## src/rtl/masked_bv8_inv_stage3_hpc3.sv

```systemverilog
// Third stage of a masked GF(2^8) inversion: lifts the GF(2^2) theta into GF(2^4)
// and multiplies it into both stage-2 products with two HPC3 masked multipliers.
module masked_bv8_inv_stage3_hpc3 #(
    parameter int NUM_SHARES = 2,
    localparam int NUM_QUAD = NUM_SHARES * (NUM_SHARES - 1) / 2,
    localparam int NUM_RANDOM = 3 * 4 * NUM_QUAD
) (
    input  logic                             in_clock,
    input  logic                             in_reset,
    input  logic                             in_valid,
    input  logic [NUM_SHARES-1:0][1:0]       in_theta_t2,
    input  logic [NUM_SHARES-1:0][3:0]       in_mul_a0_t2,
    input  logic [NUM_SHARES-1:0][3:0]       in_mul_a1_t2,
    input  logic [NUM_RANDOM-1:0]            in_random,
    output logic [NUM_SHARES-1:0][7:0]       out_inv_t3,
    output logic                             out_valid
);

    // GF(2^2) multiply in normal basis (W^2, W)
    function automatic logic [1:0] gf4_mul(input logic [1:0] x, input logic [1:0] y);
        logic e;
        e = (x[1] ^ x[0]) & (y[1] ^ y[0]);
        return {(x[1] & y[1]) ^ e, (x[0] & y[0]) ^ e};
    endfunction

    // Scale by N = W^2
    function automatic logic [1:0] gf4_scl_n(input logic [1:0] x);
        return {x[0], x[1] ^ x[0]};
    endfunction

    // GF(2^4) multiply in normal basis (Z^4, Z) over GF(2^2)
    function automatic logic [3:0] gf16_mul(input logic [3:0] x, input logic [3:0] y);
        logic [1:0] e;
        e = gf4_scl_n(gf4_mul(x[3:2] ^ x[1:0], y[3:2] ^ y[1:0]));
        return {gf4_mul(x[3:2], y[3:2]) ^ e, gf4_mul(x[1:0], y[1:0]) ^ e};
    endfunction

    // Index of the unordered share pair {i, j} in the random fields
    function automatic int pair_idx(input int i, input int j);
        int lo;
        int hi;
        lo = (i < j) ? i : j;
        hi = (i < j) ? j : i;
        return lo * NUM_SHARES - (lo * (lo + 1)) / 2 + (hi - lo - 1);
    endfunction

    logic [NUM_QUAD-1:0][3:0]                           joint_r_s;
    logic [NUM_QUAD-1:0][3:0]                           right_p_s;
    logic [NUM_QUAD-1:0][3:0]                           left_p_s;
    logic [1:0][NUM_QUAD-1:0][3:0]                      mask_p_s;
    logic [1:0][NUM_SHARES-1:0][3:0]                    mul_in_s;
    logic [NUM_SHARES-1:0][3:0]                         theta4_s;
    logic [1:0][NUM_SHARES-1:0][NUM_SHARES-1:0][3:0]    term_next_s;
    logic [1:0][NUM_SHARES-1:0][NUM_SHARES-1:0][3:0]    comp_next_s;
    logic [1:0][NUM_SHARES-1:0][NUM_SHARES-1:0][3:0]    term_r;
    logic [1:0][NUM_SHARES-1:0][NUM_SHARES-1:0][3:0]    comp_r;

    assign joint_r_s   = in_random[4*NUM_QUAD-1:0];
    assign right_p_s   = in_random[8*NUM_QUAD-1:4*NUM_QUAD];
    assign left_p_s    = in_random[12*NUM_QUAD-1:8*NUM_QUAD];
    assign mask_p_s[0] = left_p_s;
    assign mask_p_s[1] = right_p_s;
    assign mul_in_s[0] = in_mul_a0_t2;
    assign mul_in_s[1] = in_mul_a1_t2;

    // Share-wise subfield embedding of theta into GF(2^4)
    always_comb begin
        theta4_s = '0;
        for (int i = 0; i < NUM_SHARES; i++) begin
            theta4_s[i] = {in_theta_t2[i], in_theta_t2[i]};
        end
    end

    // HPC3 partial products; ~x (x) r equals x (x) r + r because 4'b1111 is one
    always_comb begin
        term_next_s = '0;
        comp_next_s = '0;
        for (int m = 0; m < 2; m++) begin
            for (int i = 0; i < NUM_SHARES; i++) begin
                for (int j = 0; j < NUM_SHARES; j++) begin
                    if (i == j) begin
                        term_next_s[m][i][j] = gf16_mul(mul_in_s[m][i], theta4_s[i]);
                        comp_next_s[m][i][j] = 4'h0;
                    end else begin
                        term_next_s[m][i][j] = gf16_mul(mul_in_s[m][i],
                                                   theta4_s[j] ^ joint_r_s[pair_idx(i, j)])
                                               ^ mask_p_s[m][pair_idx(i, j)];
                        comp_next_s[m][i][j] = gf16_mul(~mul_in_s[m][i], joint_r_s[pair_idx(i, j)])
                                               ^ mask_p_s[m][pair_idx(i, j)];
                    end
                end
            end
        end
    end

    // Domain-separating register stage, clocked every cycle
    always_ff @(posedge in_clock or negedge in_reset) begin
        if (!in_reset) begin
            term_r    <= '0;
            comp_r    <= '0;
            out_valid <= 1'b0;
        end else begin
            term_r    <= term_next_s;
            comp_r    <= comp_next_s;
            out_valid <= in_valid;
        end
    end

    // Per-share compression of registered terms; b1 (from a0) in the high nibble
    always_comb begin
        out_inv_t3 = '0;
        for (int m = 0; m < 2; m++) begin
            for (int i = 0; i < NUM_SHARES; i++) begin
                for (int j = 0; j < NUM_SHARES; j++) begin
                    out_inv_t3[i][4*(1-m) +: 4] = out_inv_t3[i][4*(1-m) +: 4]
                                                  ^ term_r[m][i][j] ^ comp_r[m][i][j];
                end
            end
        end
    end

endmodule
```

## config.mk

```make
export PLATFORM = sky130hd
export DESIGN_NAME = masked_bv8_inv_stage3_hpc3
export DESIGN_NICKNAME = d
export VERILOG_FILES = /design/src/rtl/masked_bv8_inv_stage3_hpc3.sv
export SDC_FILE = /design/constraint.sdc
export NUM_CORES = 1
export LEC_CHECK = 0
export CAP_MARGIN = 20
export CORE_MARGIN = 2
export CORE_UTILIZATION = 60
export DETAILED_ROUTE_END_ITERATION = 16
export GPL_TIMING_DRIVEN = 0
export PLACE_DENSITY = 0.86
export SYNTH_ARGS = -nofsm -noshare
export SYNTH_HDL_FRONTEND = slang
export SYNTH_SLANG_ARGS = --single-unit
```

## constraint.sdc

```tcl
create_clock -name in_clock -period 1.8 [get_ports in_clock]
set_input_delay 0.45 -clock in_clock [delete_from_list [all_inputs] [get_ports in_clock]]
set_output_delay 0.45 -clock in_clock [all_outputs]
set_load 0.01 [all_outputs]
```

==> report_table.html <==
<table>
<tr><th>Metric</th><th>Value</th></tr>
<tr><th colspan="2">Placement</th></tr>
<tr><td>Routability congestion estimate from global placement</td><td>0.8477</td></tr>
<tr><td>HPWL Detailed</td><td>between 6000 and 7000 um</td></tr>
<tr><td>Cell area reported after detailed placement</td><td>between 4000 and 5000 um2</td></tr>
<tr><td>Worst slack after detailed placement</td><td>-717.3 ps</td></tr>
<tr><td>Count of placed standard cells including taps</td><td>521</td></tr>
<tr><td>Quantity of I/O buffers inserted on ports</td><td>46</td></tr>
<tr><th colspan="2">Die</th></tr>
<tr><td>Die width</td><td>roughly 85 um</td></tr>
<tr><td>Height of the die</td><td>84.51 um</td></tr>
<tr><td>Initial cell density of the core</td><td>61.59%</td></tr>
<tr><td>Placeable core region</td><td>6314 um2</td></tr>
<tr><td>Die area</td><td>7141 um2</td></tr>
<tr><td>Number of top-level pins</td><td>52</td></tr>
<tr><td>Site row count</td><td>29</td></tr>
<tr><th colspan="2">Drt</th></tr>
<tr><td>Total via count in the routed design</td><td>between 3000 and 4000</td></tr>
<tr><td>DRC Markers</td><td>0</td></tr>
<tr><td>Antenna Violating Nets Remaining</td><td>0</td></tr>
<tr><td>Wire length per cell after detailed routing</td><td>20.62 um</td></tr>
<tr><td>Via density</td><td>6.370</td></tr>
<tr><td>Wire length reported by the detailed router</td><td>11200 um</td></tr>
<tr><td>Number of DRC markers after the initial detailed-route iteration</td><td>342</td></tr>
<tr><td>First-pass DRT Iterations</td><td>5</td></tr>
<tr><th colspan="2">CTS</th></tr>
<tr><td>Clock-pin slew of the registers on the worst-case setup and hold paths</td><td>90 ps</td></tr>
<tr><td>Hold buffer count at cts</td><td>0</td></tr>
<tr><td>CTS Buffer Depth</td><td>2</td></tr>
<tr><td>Count of clock tree sinks</td><td>a little under 50</td></tr>
<tr><td>Clock tree from TritonCTS</td><td>yes</td></tr>
<tr><td>CTS Root Buffer Type</td><td>sky130_fd_sc_hd__clkbuf_8</td></tr>
<tr><td>Maximum level of the CTS H-tree</td><td>2</td></tr>
<tr><td>Number of buffers inserted during clock tree synthesis</td><td>5</td></tr>
<tr><th colspan="2">Timing</th></tr>
<tr><td>Number of endpoints failing setup at the final stage</td><td>1</td></tr>
<tr><td>Max-slew violation count</td><td>0</td></tr>
<tr><td>Smallest hold slack</td><td>102.7 ps</td></tr>
<tr><td>Minimum clock period</td><td>1809 ps</td></tr>
<tr><td>Fin Setup TNS</td><td>-9.176 ps</td></tr>
<tr><td>Fin worst setup slack</td><td>-9.176 ps</td></tr>
<tr><td>Final count of hold timing violations</td><td>0</td></tr>
<tr><td>Final period util</td><td>100.5%</td></tr>
<tr><td>Fmax achieved</td><td>552.7 MHz</td></tr>
<tr><td>Tightest Pin Transition</td><td>579.4 ps</td></tr>
<tr><td>RSZ-0062 raised after global routing</td><td>yes</td></tr>
<tr><td>Worst slew slack as a fraction of its limit</td><td>61.38%</td></tr>
<tr><th colspan="2">Synth</th></tr>
<tr><td>Syn. warnings</td><td>0</td></tr>
<tr><td>Sequential element share of the synthesized area</td><td>between 30% and 40%</td></tr>
<tr><td>Syn_nets</td><td>between 400 and 500</td></tr>
<tr><td>Adder-Cell Fraction of Synth Area</td><td>0%</td></tr>
<tr><td>Synthesized-area fraction occupied by ao, oa, aoi and oai cells</td><td>16.41%</td></tr>
<tr><td>Distinct cells, synth</td><td>34</td></tr>
<tr><td>Async SR Flop Fraction</td><td>100.0%</td></tr>
<tr><td>Number of flip-flops and latches in the synthesized netlist</td><td>49</td></tr>
<tr><td>Synth Area per Inst</td><td>a little under 10 um2</td></tr>
<tr><td>Multiplexer area fraction after synthesis</td><td>between 10% and 20%</td></tr>
<tr><td>Post-synth top flop</td><td>sky130_fd_sc_hd__dfrtp_1</td></tr>
<tr><td>Share of synthesized cell area in and, or, nand and nor gates</td><td>9.588%</td></tr>
<tr><td>Largest family of logic cells by synthesized area</td><td>XOR/XNOR gates</td></tr>
<tr><td>Number of standard cells after synthesis</td><td>397</td></tr>
<tr><td>Number of synthesized flops with an enable pin</td><td>0</td></tr>
<tr><td>Post-synthesis instance area</td><td>between 3000 and 4000 um2</td></tr>
<tr><td>Xor and xnor area share after synthesis</td><td>26.45%</td></tr>
<tr><th colspan="2">Power and ir drop</th></tr>
<tr><td>IR drop worst, VDD</td><td>598.2 uV</td></tr>
<tr><td>Final total power</td><td>4.552 mW</td></tr>
<tr><td>Power density over the cells</td><td>about 910 nW/um2</td></tr>
<tr><td>Leakage power</td><td>~2.1 nW</td></tr>
<tr><th colspan="2">Final layout</th></tr>
<tr><td>Number of diodes</td><td>0</td></tr>
<tr><td>Commonest cells after routing, fill and taps aside</td><td>49 x sky130_fd_sc_hd__dfrtp_1, 48 x sky130_fd_sc_hd__xnor2_1, 34 x sky130_fd_sc_hd__o21ai_0</td></tr>
<tr><td>Most common cell after layout, fill and taps aside</td><td>sky130_fd_sc_hd__dfrtp_1</td></tr>
<tr><td>Area of all placed cells without fillers</td><td>5010 um2</td></tr>
<tr><td>Number of nets in the layout</td><td>500</td></tr>
<tr><td>Number of non-filler instances in the completed layout</td><td>543</td></tr>
<tr><td>Synth-to-Final Area Change</td><td>28.83%</td></tr>
<tr><td>Final cell utilization of the core</td><td>79.35%</td></tr>
<tr><td>Layout cells sized above 1</td><td>23.61%</td></tr>
<tr><th colspan="2">Critical path</th></tr>
<tr><td>Longest individual stage delay on the worst path</td><td>approximately 530 ps</td></tr>
<tr><td>Slowest cell on the critical path</td><td>sky130_fd_sc_hd__clkdlybuf4s50_1</td></tr>
<tr><td>Crit path DAT</td><td>2030 ps</td></tr>
<tr><td>CP Capture Type</td><td>register</td></tr>
<tr><td>Setup CP Type</td><td>input port to register</td></tr>
<tr><td>Critical path peak fanout</td><td>10</td></tr>
<tr><td>CP Launch Type</td><td>input port</td></tr>
<tr><td>Worst-path cell chain</td><td>clkdlybuf4s50_1 &gt; clkbuf_2 &gt; nor2b_1 &gt; a21oi_1 &gt; o22ai_1 &gt; xor2_1</td></tr>
<tr><td>Critical path data required time</td><td>2020 ps</td></tr>
<tr><th colspan="2">Global routing</th></tr>
<tr><td>Maximum number of pins on one net before global-route repair</td><td>29</td></tr>
<tr><td>First-pass GRT wire length</td><td>15970 um</td></tr>
<tr><td>Overall fraction of global-route tracks in use</td><td>28.56%</td></tr>
<tr><td>Global routing met1 resource utilization</td><td>34.63%</td></tr>
<tr><td>Global-route layer with the greatest usage</td><td>met2</td></tr>
<tr><td>Met3 track demand over resource</td><td>4.916%</td></tr>
<tr><td>Antenna violations before repair</td><td>0</td></tr>
<tr><td>Number of global-route vias before repair</td><td>about 3300</td></tr>
<tr><td>Grt met2 use</td><td>between 40% and 50%</td></tr>
<tr><td>Final global-route overflow total</td><td>0</td></tr>
<tr><th colspan="2">Min path</th></tr>
<tr><td>Kind of path behind the tightest hold check</td><td>input port to async pin</td></tr>
<tr><th colspan="2">Status</th></tr>
<tr><td>Outcome</td><td>finished with violations</td></tr>
<tr><td>Violated checks</td><td>setup timing</td></tr>
<tr><th colspan="2">Flow run</th></tr>
<tr><td>Max-cap violations</td><td>0</td></tr>
</table>
==> worst max-delay path, delay by kind of cell <==
family | cells | cell delay [ps]
buffers and inverters | 2 | 790
AOI/OAI and AO/OA | 2 | 310
and+or+nand+nor | 1 | 240
xor gates and xnor gates | 1 | 220
==> power breakdown <==
part | total, mW | internal [mW] | switching [mW]
sequential | 1.55 | 1.39 | 0.159
combinational | 2.36 | 1.19 | 1.17
clock | 0.641 | 0.277 | 0.363
==> cell usage after synthesis (2+ instances only) <==
library cell                n  share of area [%]
sky130_fd_sc_hd__o22ai_1   13                2.1
sky130_fd_sc_hd__a21oi_1   17                2.2
sky130_fd_sc_hd__buf_1      3               0.29
sky130_fd_sc_hd__nand2b_1  14                2.3
sky130_fd_sc_hd__o211a_1    4                1.0
sky130_fd_sc_hd__buf_2      4               0.51
sky130_fd_sc_hd__a22o_1    16                3.6
sky130_fd_sc_hd__o211ai_1   2               0.39
sky130_fd_sc_hd__buf_4      2               0.39
sky130_fd_sc_hd__inv_1      2               0.19
sky130_fd_sc_hd__clkbuf_1  23                2.2
sky130_fd_sc_hd__o21ai_0   34                4.4
sky130_fd_sc_hd__nand2_1   10               0.97
sky130_fd_sc_hd__nor3_2     3               0.77
sky130_fd_sc_hd__xnor2_1   72                 16
sky130_fd_sc_hd__nor4_2     4                1.3
sky130_fd_sc_hd__mux2i_1   28                7.2
sky130_fd_sc_hd__buf_6      2               0.58
sky130_fd_sc_hd__mux2_2    16                4.6
sky130_fd_sc_hd__xor2_1    25                5.6
sky130_fd_sc_hd__xnor2_2    9                3.8
sky130_fd_sc_hd__nor2_1     8               0.77
sky130_fd_sc_hd__nor2b_1   12                1.9
sky130_fd_sc_hd__dfrtp_1   49                 32
sky130_fd_sc_hd__a22oi_1   12                2.3
sky130_fd_sc_hd__nor3_1     4               0.51
sky130_fd_sc_hd__xor2_2     2               0.84
==> flip-flops by register name, summed over array words and instances, names as in the netlist <==
register / cells
comp_r: 16
out_valid: 1
term_r: 32
==> cells by family after synthesis <==
kind of cell    count (synthesis)
buf+inv                        36
flops                          49
simple gates                   60
compound gates                100
xor+xnor                      108
mux                            44
==> area by class of cell <==
cell class | instances | area [um2]
Multi-Input combinational cell | 312 | 2892
Tap cell | 77 | 96.34
Inverter | 2 | 7.507
Timing Repair Buffer | 61 | 530.5
Fill cell | 388 | 1304
Sequential cell | 49 | 1226
Buffer | 34 | 177.7
Clock buffer | 8 | 80.08
==> routing by layer <==
layer,up-vias,part of all wire (%)
met2,217,51
met4,0,3.9
met3,42,7.7
li1,1512,-
met1,1688,37
met5,-,0
==> how the worst max path moves through the flow <==
stage          slack, ps                   end       startpoint
2_1_floorplan         10  comp_r[25]$_DFF_PN0_     in_random[0]
3_3_place_gp        -990  comp_r[26]$_DFF_PN0_         in_reset
3_5_place_dp        -720  term_r[11]$_DFF_PN0_     in_random[3]
4_1_cts              0.8   term_r[6]$_DFF_PN0_     in_random[3]
5_1_grt              -90  term_r[28]$_DFF_PN0_   in_theta_t2[3]
6_report              -9  term_r[21]$_DFF_PN0_  in_mul_a1_t2[1]
==> timing repair <==
action                     in CTS  in global routing
resized for setup              70                 39
setup buffers                   6                  8
pin swaps                      15                  9
setup endpoints to repair      58                 38
gates cloned                    0                  0
Power figures use the tool's default switching activity.
